`config.mk`:
```
export PLATFORM = sky130hd
export DESIGN_NAME = axi_req_rr_arbiter
export DESIGN_NICKNAME = d
export VERILOG_FILES = /design/src/rtl/axi_req_arb_pkg.sv /design/src/rtl/axi_rr_pick.sv /design/src/rtl/axi_req_rr_arbiter.sv
export SDC_FILE = /design/constraint.sdc
export NUM_CORES = 1
export LEC_CHECK = 0
export ABC_CLOCK_PERIOD_IN_PS = 2400
export BUFFER_PORTS_ARGS = -buffer_cell sky130_fd_sc_hd__buf_2
export CAP_MARGIN = 20
export CORE_AREA = 2 2 77 108
export CTS_CLUSTER_DIAMETER = 60
export DETAILED_ROUTE_END_ITERATION = 10
export DIE_AREA = 0 0 79 110
export GPL_TIMING_DRIVEN = 1
export PLACE_DENSITY = 0.75
export SLEW_MARGIN = 20
export SYNTH_ARGS = -nofsm -noshare
export SYNTH_HDL_FRONTEND = slang
export SYNTH_SLANG_ARGS = --single-unit
```
`constraint.sdc`:
```
create_clock -name clk -period 2.4 [get_ports clk]
set_input_delay 0.12 -clock clk [delete_from_list [all_inputs] [get_ports clk]]
set_output_delay 0.12 -clock clk [all_outputs]
set_load 0.02 [all_outputs]
```
`src/rtl/axi_req_arb_pkg.sv`:
```
// Shared types and width helpers for the AXI request round-robin arbiter.
// Imported by the picker and the arbiter top.
package axi_req_arb_pkg;

  typedef enum logic {
    IDLE  = 1'b0,
    ISSUE = 1'b1
  } arb_state_e;

  function automatic int idx_width(input int n);
    return (n > 1) ? $clog2(n) : 1;
  endfunction

  function automatic int cnt_width(input int m);
    return $clog2(m + 1);
  endfunction

  function automatic int wrap_inc(input int i, input int n);
    return (i + 1 >= n) ? 0 : i + 1;
  endfunction

endpackage

```
`src/rtl/axi_rr_pick.sv`:
```
// Combinational round-robin picker: first valid index at or after ptr,
// scanning with wrap-around.
module axi_rr_pick
  import axi_req_arb_pkg::*;
#(
  parameter int N  = 3,
  parameter int IW = idx_width(N)
) (
  input  logic [N-1:0]  valid,
  input  logic [IW-1:0] ptr,
  output logic [N-1:0]  grant,
  output logic [IW-1:0] idx,
  output logic          any
);

  // Rotate so that bit 0 is the requester at ptr.
  logic [N-1:0] rot;
  assign rot = N'({valid, valid} >> ptr);

  always_comb begin
    any = 1'b0;
    idx = '0;
    for (int j = 0; j < N; j++) begin
      if (!any && rot[j]) begin
        any = 1'b1;
        idx = IW'((int'(ptr) + j) % N);
      end
    end
  end

  assign grant = any ? (N'(1) << idx) : '0;

endmodule

```
`src/rtl/axi_req_rr_arbiter.sv`:
```
// Round-robin arbiter sharing one AXI AW/AR channel between requesters,
// with ID extension, outstanding limit and idle/error status.
module axi_req_rr_arbiter
  import axi_req_arb_pkg::*;
#(
  parameter int NB_REQ          = 3,
  parameter int ADDR_WIDTH      = 32,
  parameter int ID_WIDTH        = 2,
  parameter int USER_WIDTH      = 1,
  parameter int MAX_OUTSTANDING = 4,
  localparam int IDX_W = idx_width(NB_REQ),
  localparam int CNT_W = cnt_width(MAX_OUTSTANDING)
) (
  input  logic                                   clk,
  input  logic                                   rst,
  input  logic                                   enable_i,
  input  logic [NB_REQ-1:0]                      req_valid_i,
  output logic [NB_REQ-1:0]                      req_ready_o,
  input  logic [NB_REQ-1:0][ADDR_WIDTH-1:0]      req_addr_i,
  input  logic [NB_REQ-1:0][ID_WIDTH-1:0]        req_id_i,
  input  logic [NB_REQ-1:0][7:0]                 req_len_i,
  input  logic [NB_REQ-1:0][USER_WIDTH-1:0]      req_user_i,
  output logic                                   out_valid_o,
  input  logic                                   out_ready_i,
  output logic [ADDR_WIDTH-1:0]                  out_addr_o,
  output logic [ID_WIDTH+IDX_W-1:0]              out_id_o,
  output logic [7:0]                             out_len_o,
  output logic [USER_WIDTH-1:0]                  out_user_o,
  input  logic                                   rsp_done_i,
  output logic [CNT_W-1:0]                       outstanding_o,
  output logic                                   idle_o,
  output logic                                   err_o
);

  localparam logic [CNT_W-1:0] MAX_CNT = CNT_W'(MAX_OUTSTANDING);

  arb_state_e        state_q;
  logic [IDX_W-1:0]  rr_ptr_q;
  logic [IDX_W-1:0]  k_q;
  logic [CNT_W-1:0]  cnt_q;
  logic              err_q;

  logic [NB_REQ-1:0] pick_gnt;
  logic [IDX_W-1:0]  pick_idx;
  logic              pick_any;
  logic              grant;
  logic              hs;
  logic              dec;

  axi_rr_pick #(
    .N  (NB_REQ),
    .IW (IDX_W)
  ) u_pick (
    .valid (req_valid_i),
    .ptr   (rr_ptr_q),
    .grant (pick_gnt),
    .idx   (pick_idx),
    .any   (pick_any)
  );

  assign grant = !rst && (state_q == IDLE) && enable_i
              && (cnt_q < MAX_CNT) && pick_any;
  assign hs    = (state_q == ISSUE) && out_ready_i;
  assign dec   = rsp_done_i && (cnt_q != '0);

  assign req_ready_o   = grant ? pick_gnt : '0;
  assign out_valid_o   = (state_q == ISSUE);
  assign outstanding_o = cnt_q;
  assign idle_o        = (state_q == IDLE) && (cnt_q == '0);
  assign err_o         = err_q;

  always_ff @(posedge clk) begin
    if (rst) begin
      state_q    <= IDLE;
      rr_ptr_q   <= '0;
      k_q        <= '0;
      out_addr_o <= '0;
      out_id_o   <= '0;
      out_len_o  <= '0;
      out_user_o <= '0;
    end else begin
      unique case (state_q)
        IDLE: begin
          if (grant) begin
            state_q    <= ISSUE;
            k_q        <= pick_idx;
            out_addr_o <= req_addr_i[pick_idx];
            out_id_o   <= {pick_idx, req_id_i[pick_idx]};
            out_len_o  <= req_len_i[pick_idx];
            out_user_o <= req_user_i[pick_idx];
          end
        end
        ISSUE: begin
          if (out_ready_i) begin
            state_q  <= IDLE;
            rr_ptr_q <= IDX_W'(wrap_inc(int'(k_q), NB_REQ));
          end
        end
        default: state_q <= IDLE;
      endcase
    end
  end

  // A completion arriving with nothing in flight is a protocol error.
  always_ff @(posedge clk) begin
    if (rst) begin
      cnt_q <= '0;
      err_q <= 1'b0;
    end else begin
      if (hs && !dec)
        cnt_q <= cnt_q + CNT_W'(1);
      else if (!hs && dec)
        cnt_q <= cnt_q - CNT_W'(1);
      if (rsp_done_i && (cnt_q == '0))
        err_q <= 1'b1;
    end
  end

endmodule
```
# Yosys cells after proc, flatten, opt, wreduce, memory -nomap -nowiden
# Cells that the tools add are included.
[word_totals]
register_bits = 54
input_bits = 137
output_inout_bits = 54
word_cells = 67
[op_classes]
n_addsub = 5
n_div = 3
magnitude_cmp = 3
shifts = 2
muxes = 22
bitwise = 1
reduce_logical = 22
[ops]
columns = ["operator", "n"]
rows = [
  ["binary-select mux 32 bit (select 2 bit)", 1],
  ["remainder unit 32 x 3 -> 32 bit (second input constant)", 2],
  ["remainder unit 3 x 3 -> 32 bit (second input constant)", 1],
  ["two-way mux 32 bit", 1],
  ["binary-select mux 8 bit (select 2 bit)", 1],
  ["logical AND 1 bit", 12],
  ["two-way mux 3 bit", 4],
  ["two-way mux 2 bit", 5],
  ["two-way mux 8 bit", 1],
  ["adder 2 x 1 -> 3 bit (second input constant)", 2],
  ["two-way mux 1 bit", 6],
  [">> shifter 6 x 2 -> 3 bit", 1],
  ["logical NOT 1 bit", 5],
  ["binary-select mux 2 bit (select 2 bit)", 1],
  ["AND reduction 2 bit", 2],
  ["adder 2 x 2 -> 3 bit (second input constant)", 1],
  ["adder 3 x 1 -> 3 bit (second input constant)", 1],
  [">= comparator 3 x 2 -> 1 bit (second input constant)", 1],
  ["logical NOT 3 bit", 1],
  ["< comparator 2 x 3 -> 1 bit (second input constant)", 1],
  ["< comparator 3 bit (second input constant)", 1],
  ["nonzero test 3 bit", 1],
  ["<< shifter 1 x 2 -> 3 bit (first input constant)", 1],
  ["subtractor 3 x 1 -> 3 bit (second input constant)", 1],
  ["4 further kinds", 4],
]

# Depth between registers and ports, before layout
# Gate-level depths: netlist of the first run.
[logic_depth]
ltp_word = 11
depth_mapped = 12

# Modules after synthesis
# From an unflattened synthesis of the first run, not the netlist that was laid out.
[hier_totals]
hier_cells = 323
hier_area_um2 = 3230.6
[by_module_without_submodules]
columns = ["mod", "n_inst", "cells_each", "area_each_um2"]
rows = [
  ["axi_req_rr_arbiter", 1, 290, 2949.1],
  ["axi_rr_pick", 1, 33, 281.5],
]

# Least setup slack after synthesis of the first run
# Ideal clock, no wire load.
[synth_timing]
path_kind = "reg-to-reg"
startpoint = "register rr_ptr_q[1]"
endpoint = "register out_addr_o[24]"
setup_time_ps = 119
arrival_ps = 2346
t_required_ps = 2281
setup_slack_ps = -65
stages_incl_launch_ff = 13
n_path_buf = 4
synth_period_minus_slack_ps = 2465
path_cell_list = "dfxtp_1 > buf_2 > inv_1 > ha_1 > nand2b_1 > o22ai_1 > a31o_1 > or2_1 > buf_2 > or3_1 > buf_4 > buf_6 > o221a_1"
[synth_between]
elab_chain_cells = 10
elab_cells_between_ends = 20
classes_between = "add/sub: 2; div: 3; shift: 1; mux: 8; reduce/logical: 6"
[synth_rtl]
columns = ["element", "line_no", "source"]
rows = [
  ["start, declared", "axi_req_rr_arbiter.sv:38", "logic [IDX_W-1:0] rr_ptr_q;"],
  ["start signal, assigned", "axi_req_rr_arbiter.sv:96", "rr_ptr_q <= IDX_W'(wrap_inc(int'(k_q), NB_REQ));"],
  ["parallel branches: the longest is 10 deep, another holds remainder unit 32 x 3 -> 32 bit", "--", ""],
  ["end signal, assigned", "axi_req_rr_arbiter.sv:87", "out_addr_o <= req_addr_i[pick_idx];"],
  ["end, declared", "axi_req_rr_arbiter.sv:25", "output logic [ADDR_WIDTH-1:0] out_addr_o,"],
]
# Several ways; the timed one is not identified. The select of a mux whose other input is x is not followed.
# A chain may end at the register's enable or synchronous reset.

# Worst setup path in the final report of the first run
[layout_timing]
startpoint = "register rr_ptr_q[1]"
endpoint = "output port req_ready_o[0]"
[layout_between]
elab_chain_cells = 11
elab_cells_between_ends = 20
classes_between = "add/sub: 2; div: 3; shift: 2; mux: 8; reduce/logical: 5"
[layout_rtl]
columns = ["element", "line_no", "source"]
rows = [
  ["parallel branches: the longest is 10 deep, another holds remainder unit 32 x 3 -> 32 bit", "--", ""],
  ["two-way mux 3 bit *", "axi_req_rr_arbiter.sv:66", "assign req_ready_o = grant ? pick_gnt : '0;"],
  ["end, declared", "axi_req_rr_arbiter.sv:18", "output logic [NB_REQ-1:0] req_ready_o,"],
]
# Mark *: on every way between the ends.

==> results of run 1 <==
[per-stage QoR]
stage	TNS, ns	util, %	setup WS, ns
after global placement	-9.46	51.3	-0.227
final	-0.0224	54.9	-0.0120
after global routing	-0.581	54.9	-0.0547
after floorplan	0	-	0.0361
after CTS	0	53.8	0.0378
after detailed placement	-5.08	51.7	-0.143
[layout by cell type (no fill, tap or decap), types with 2 or more instances in the layout]
cell      instances
buf_4            17
o22a_1           43
buf_12            4
buf_6             2
dfxtp_1          50
nor3b_1          44
nor2_1            8
nand2_1           5
buf_2           189
nand2b_1          4
nand3b_1          4
o221a_1          39
o31ai_1           2
xor2_1            2
mux2i_1           3
nor3_1            4
clkbuf_8          5
nor4_1            2
ha_1              3
o221a_2           4
a21oi_1           6
inv_1             5
[flip-flops by register name, summed over array words and instances, names as in the netlist]
name,count
err_o,1
out_addr_o,32
out_id_o,4
out_len_o,8
out_user_o,1
out_valid_o,1
outstanding_o,3
rr_ptr_q,2
[cells by family (layout without fill, tap and decap cells)]
kind of cell / count (synthesis) / after routing / synth area share (%)
flip-flops: 52 / 52 / 36.5
adder cells (fa/ha/maj): 5 / 5 / 2.46
XOR/XNOR: 2 / 2 / 0.614
multiplexers: 4 / 4 / 1.40
AND/OR/NAND/NOR: 77 / 77 / 17.9
AO/OA/AOI/OAI: 105 / 106 / 34.6
buffers and inverters: 39 / 228 / 6.62
[worst reg2reg max path: cells and delay by family, from the launching register on]
kind,cells,cell delay [ns]
buffers and inverters,2,0.34
and+or+nand+nor,2,0.72
muxes,1,0.26
DFF,1,0.41
AOI/OAI and AO/OA,3,0.58
[final cells by class]
class                   instances  area [um^2]
clock inverters                 3         42.5
inverters                       6         22.5
clock buffers                   5         68.8
well taps                     100          125
repair buffers                214         1230
fillers                       711         3470
flip-flops and latches         52         1050
multi-input cells             194         1700
[repair_timing]
action	4_1_cts	5_1_grt
setup endpoints to repair	46	39
hold buffers	0	0
pin swaps	3	4
resized for setup	10	9
cloned	1	1
setup buffers	2	4
[path summary, 6_finish.rpt]
| path | cells after the start | to | start |
|---|---|---|---|
| worst max-delay path | 8 | req_ready_o[0] | rr_ptr_q[1] |
| worst min-delay path | 3 | err_o | rsp_done_i |
| worst max register to register | 8 | out_addr_o[28] | rr_ptr_q[1] |
| worst min register to register | 2 | err_o | err_o |
[routing by layer]
metal / up-vias / track usage, %
met2: 166 / 40.6
met5: - / 0
li1: 1516 / -
met4: 0 / 8.50
met1: 1588 / 25.9
met3: 30 / 3.42
[power by group through the flow]
| stage | logic, W | clock network, W | registers (W) |
|---|---|---|---|
| after floorplan | 0.000690 | 0 | 0.00140 |
| after global placement | 0.00134 | 0 | 0.00118 |
| after detailed placement | 0.00139 | 0 | 0.00119 |
| after CTS | 0.00141 | 0.000636 | 0.00117 |
| after global routing | 0.00154 | 0.000667 | 0.00120 |
| final | 0.00144 | 0.000616 | 0.00117 |
==> reports/results.ini, run 1 <==
[final_layout]
drive_above_1_share_pct = 50.6
n_antenna_cell = 0
layout.nets = 615
finalNonFillerCells = 574
area_delta_synth_final_pct = 48.2
design_area_mm2 = 0.00423

[cts]
clockBufferDepth = 2
tritoncts = built
cts_made_buffers = 5
path_clk_slew_ns = 0.10
h-tree-depth = 2
cts_root_buffer = clkbuf_8
clock_sinks = 52
clock_latency_ns = 0.31

[critical_path]
critPathCaptureType = output port
path_cells = buf_4 > mux2i_4 > o22ai_2 > a31o_1 > or2_4 > or3_4 > inv_2 > buf_6
path_class = reg2out
worst-endpoint-required_ns = 2.28
critical-path-top-delay-family = simple AND/OR/NAND/NOR gates
start_kind = register
cp.buffers_inverters = 3
cpPeakStageDelay_ns = 0.44
crit_slowest_cell = or3_4
cp.arrival_ns = 2.29
path_max_fanout = 7
regToRegSetupSlack_ns = -0.01

[run]
cap_violations = 0

[power_and_ir_drop]
p_sw_w = 0.00118
ir_drop_uv = 369
powerDensity_mw_per_mm2 = 764
p_sw_share_pct = 36.5
pwr-share-clk_pct = 19.1
p_int_w = 0.00205
combPwrFrac_pct = 44.6
seq_power_share_pct = 36.3
leakagePower_nw = 1.91
report.power.total_w = 0.00323

[floorplan]
start_util_pct = 37.0
rows = 38
die_w_um = 79
ios = 191
dieHeight_um = 110
core_mm2 = 0.00770
dieArea_mm2 = 0.00869

[logic_synthesis]
ys_seq_area_share_pct = 36.5
synth-seq-cells = 52
synth_ff_type = dfxtp_1
synthMostInstantiatedCell = dfxtp_1
synthDominantCellAreaShare_pct = 36.5
synth_cells = 284
syn_area_mm2 = 0.00285
yosysWarnings = 0
synth_common_cells = dfxtp_1, nor3b_1, o22a_1, o221a_1, clkbuf_1
synth-edff-count = 0
avgSynthCellArea_um2 = 10.0
async_reset_ff_share_pct = 0
yosys.cell_types.count = 38
syn-num-nets = 426
synth_area_leaders = dfxtp_1, o221a_1, o22a_1
yosysTopAreaCell = dfxtp_1

[drt]
drt-initial-drc-count = 184
routed_wl_mm = 10.6
wl_met2_mm = 5.64
drc = 0
m1WireLength_mm = 4.05
ant_nets = 0
routedWlPerCell_um = 18.5
via_per_inst = 5.75
vias = 3300
top_layer = met4
first_pass_iters = 6
met3WireLength_um = 630

[sta]
drv_slew = 0
fmax_ghz = 0.415
max_slew.worst_pin.slew_ns = 0.737
finalWorstSetupSlack_ns = -0.0120
hold_viol = 0
fin_crit_sh_pct = 100
fin_skew_ns = 0.00697
slew_headroom_pct = 50.9
whs_ns = 0.0676
setup_viol = 3
period_needed_ns = 2.41
rsz0062_at_grt = true

[place]
numPortBuffers = 190
dp_hpwl_mm = 7.04
gp_congestion = 0.895
placed_cells = 559
place_area_mm2 = 0.00398

[hold_path]
hold_class = in2reg

[global_route]
grt_pass1_wl_mm = 15.5
antenna_found_initial = 0
gr-total-overflow = 0
grt_use_total_pct = 22.2
grt_max_degree = 54
grt_pass1_vias = 3270

[run_status]
violations = negative setup slack
outcome = finished with violations

Power figures use the tool's default switching activity.
==> run 2, diff against run 1 <==
- ABC_AREA: not set -> 1
- CORE_AREA: 2 2 77 108 -> 2 2 80 113
- DIE_AREA: 0 0 79 110 -> 0 0 82 115
- PLACE_DENSITY: 0.75 -> 0.76
==> reports/results.ini, run 2 <==
[sta]
slew_headroom_pct = 70.9  ; was 50.9%
fin_skew_ns = 0.00559  ; was 0.00697 ns
rsz0062_at_grt = false  ; was true
max_slew.worst_pin.slew_ns = 0.436  ; was 0.737 ns
fin_crit_sh_pct = 89.8  ; was 100%
setup_viol = 0  ; was 3
period_needed_ns = 2.16  ; was 2.41 ns
hold_viol = 0  ; unchanged
fin_setup_tns_ns = 0  ; was -0.0224 ns
drv_slew = 0  ; unchanged
fmax_ghz = 0.464  ; was 0.415 GHz

[place]
gp_congestion = 0.792  ; was 0.895
placed_cells = 799  ; was 559
numPortBuffers = 190  ; unchanged
dp_hpwl_mm = 7.25  ; was 7.04 mm

[drt]
routedWlPerCell_um = 12.4  ; was 18.5 um
via_per_inst = 5.17  ; was 5.75
first_pass_iters = 5  ; was 6
drc = 0  ; unchanged
vias = 4190  ; was 3,300
drt-initial-drc-count = 233  ; was 184
ant_nets = 0  ; unchanged
routed_wl_mm = 10.1  ; was 10.6 mm

[floorplan]
die_w_um = 82  ; was 79 um
ios = 191  ; unchanged
core_mm2 = 0.00841  ; was 0.00770 mm^2
dieHeight_um = 115  ; was 110 um
rows = 40  ; was 38
dieArea_mm2 = 0.00943  ; was 0.00869 mm^2
start_util_pct = 39.3  ; was 37.0%

[power_and_ir_drop]
p_sw_share_pct = 40.2  ; was 36.5%
leakagePower_nw = 2.33  ; was 1.91 nW
p_int_w = 0.00198  ; was 0.00205 W
seq_power_share_pct = 33.6  ; was 36.3%
ir_drop_uv = 430  ; was 369 uV
combPwrFrac_pct = 44.7  ; was 44.6%
pwr-share-clk_pct = 21.7  ; was 19.1%
p_sw_w = 0.00133  ; was 0.00118 W
powerDensity_mw_per_mm2 = 744  ; was 764 mW/mm^2

[logic_synthesis]
yosysWarnings = 0  ; unchanged
synth_area_leaders = dfxtp_1, nand3_1, nand2_1  ; was dfxtp_1, o221a_1, o22a_1
ys_seq_area_share_pct = 31.5  ; was 36.5%
synth-seq-cells = 52  ; unchanged
syn-num-nets = 677  ; was 426
synth_common_cells = nand3_1, nand2_1, nor2_1, dfxtp_1, o21ai_0  ; was dfxtp_1, nor3b_1, o22a_1, o221a_1, clkbuf_1
avgSynthCellArea_um2 = 6.17  ; was 10.0 um^2
synthDominantCellAreaShare_pct = 31.5  ; was 36.5%
synthMostInstantiatedCell = nand3_1  ; was dfxtp_1
yosysTopAreaCell = dfxtp_1  ; unchanged
syn_area_mm2 = 0.00330  ; was 0.00285 mm^2
synth-edff-count = 0  ; unchanged
async_reset_ff_share_pct = 0  ; unchanged
yosys.cell_types.count = 24  ; was 38
synth_ff_type = dfxtp_1  ; unchanged
synth_cells = 535  ; was 284

[global_route]
grt_pass1_vias = 3613  ; was 3,270
grt_use_total_pct = 20.3  ; was 22.2%
grt_max_degree = 91  ; was 54
grt_pass1_wl_mm = 15.5  ; about the same
antenna_found_initial = 1  ; was 0
gr-total-overflow = 0  ; unchanged

[final_layout]
area_delta_synth_final_pct = 34.7  ; was 48.2%
largestRegisters = out_addr_o x32, out_len_o x8, out_id_o x4  ; unchanged
largest_register = out_addr_o  ; unchanged
final_common_cell = buf_2  ; unchanged
largest_register_ffs = 32  ; unchanged
layout.nets = 845  ; was 615
final_cell_mix = buf_2, nand3_1, nand2_1  ; was buf_2, dfxtp_1, nor3b_1
drive_above_1_share_pct = 31.7  ; was 50.6%
finalNonFillerCells = 810  ; was 574

[cts]
cts_made_buffers = 5  ; unchanged
tritoncts = built  ; unchanged
path_clk_slew_ns = 0.07  ; was 0.10 ns
clockBufferDepth = 2  ; unchanged
cts_root_buffer = clkbuf_16  ; was clkbuf_8
clock_latency_ns = 0.29  ; was 0.31 ns
h-tree-depth = 2  ; unchanged
clock_sinks = 52  ; unchanged

[critical_path]
path_class = reg2out  ; unchanged
cp.buffers_inverters = 3  ; unchanged
path_cells = inv_2 > ha_1 > nand3_1 > nand2_1 > nor2_4 > buf_12 > nor3_1 > buf_2  ; was buf_4 > mux2i_4 > o22ai_2 > a31o_1 > or2_4 > or3_4 > inv_2 > buf_6
critical-path-top-delay-family = buffers and inverters  ; was simple AND/OR/NAND/NOR gates
critPathCaptureType = output port  ; unchanged
cpPeakStageDelay_ns = 0.49  ; was 0.44 ns
path_max_fanout = 74  ; was 7
worst-endpoint-required_ns = 2.28  ; about the same
start_kind = register  ; unchanged
regToRegSetupSlack_ns = 0.43  ; was -0.01 ns
cp.arrival_ns = 2.04  ; was 2.29 ns
crit_slowest_cell = dfxtp_1  ; was or3_4

[hold_path]
hold_class = in2reg  ; unchanged

[run_status]
outcome = completed  ; was finished with violations

[run]
cap_violations = 0  ; unchanged

==> run 2: cell count changes after synthesis, moves of 5 or more <==
cell,before,now
buf_2,3,20
clkbuf_1,21,10
inv_1,6,16
nand2_1,5,112
nand2_2,0,5
nand3_1,0,141
nor2_1,8,90
nor3b_1,44,0
o21ai_0,1,46
o221a_1,39,0
o22a_1,43,0
==> run 2: path summary, 6_finish.rpt <==
kind	endpoint	depth (start not counted)	startpoint
min reg2reg	err_o	2	err_o
max reg2reg	out_addr_o[9]	10	rr_ptr_q[1]
min	err_o	2	rst
max	req_ready_o[1]	8	rr_ptr_q[1]
==> run 2: cell type report <==
class | instances | area (um^2)
antenna | 1 | 2.50
clock buffer | 8 | 146
fill | 826 | 3960
inverter | 19 | 71.3
multi-input combinational | 424 | 1960
sequential | 52 | 1040
tap | 105 | 131
timing repair buffer | 201 | 1100
==> run 2: cell families after synthesis <==
kind of cell	share of synthesized area (%)
AND/OR/NAND/NOR	48.3
adder cells (fa/ha/maj)	2.12
buffers and inverters	9.17
AO/OA/AOI/OAI	8.94
flip-flops	31.5
==> run 2: metrics by stage <==
step | worst slack [ns] | total power [W] | cell area (um^2) | utilization, % | hold WS (ns)
after floorplan | 0.483 | 0.00215 | 3300 | - | 0.189
after global routing | 0.0681 | 0.00357 | 4450 | 52.9 | 0.0316
after CTS | 0.0944 | 0.00334 | 4430 | 52.7 | 0.0110
after detailed placement | 0.383 | 0.00261 | 4280 | 51.0 | 0.321
final | 0.244 | 0.00331 | 4450 | 52.9 | 0.0206
after global placement | 0.475 | 0.00257 | 4280 | 51.0 | 0.323
==> run 2: repair_timing <==
item	CTS	global route
resized for setup	0	1
hold buffers	0	0
setup buffers	0	2
setup endpoints to repair	0	2
==> run 2: layer usage <==
metal  wire length (um)  GRT usage (%)  vias to the layer above
met5                  0              0                        -
met4                250           8.22                        0
met3                710           3.85                       20
met2               5050           36.7                      181
met1               4060           22.8                     1884
li1                   -              -                     2105
==> run 2: power groups by stage <==
stage	clock [W]	combinational (W)	sequential [W]
after global routing	0.000772	0.00166	0.00113
final	0.000719	0.00148	0.00111
after CTS	0.000747	0.00148	0.00111
after global placement	0	0.00144	0.00113
after floorplan	0	0.000841	0.00131
after detailed placement	0	0.00148	0.00113
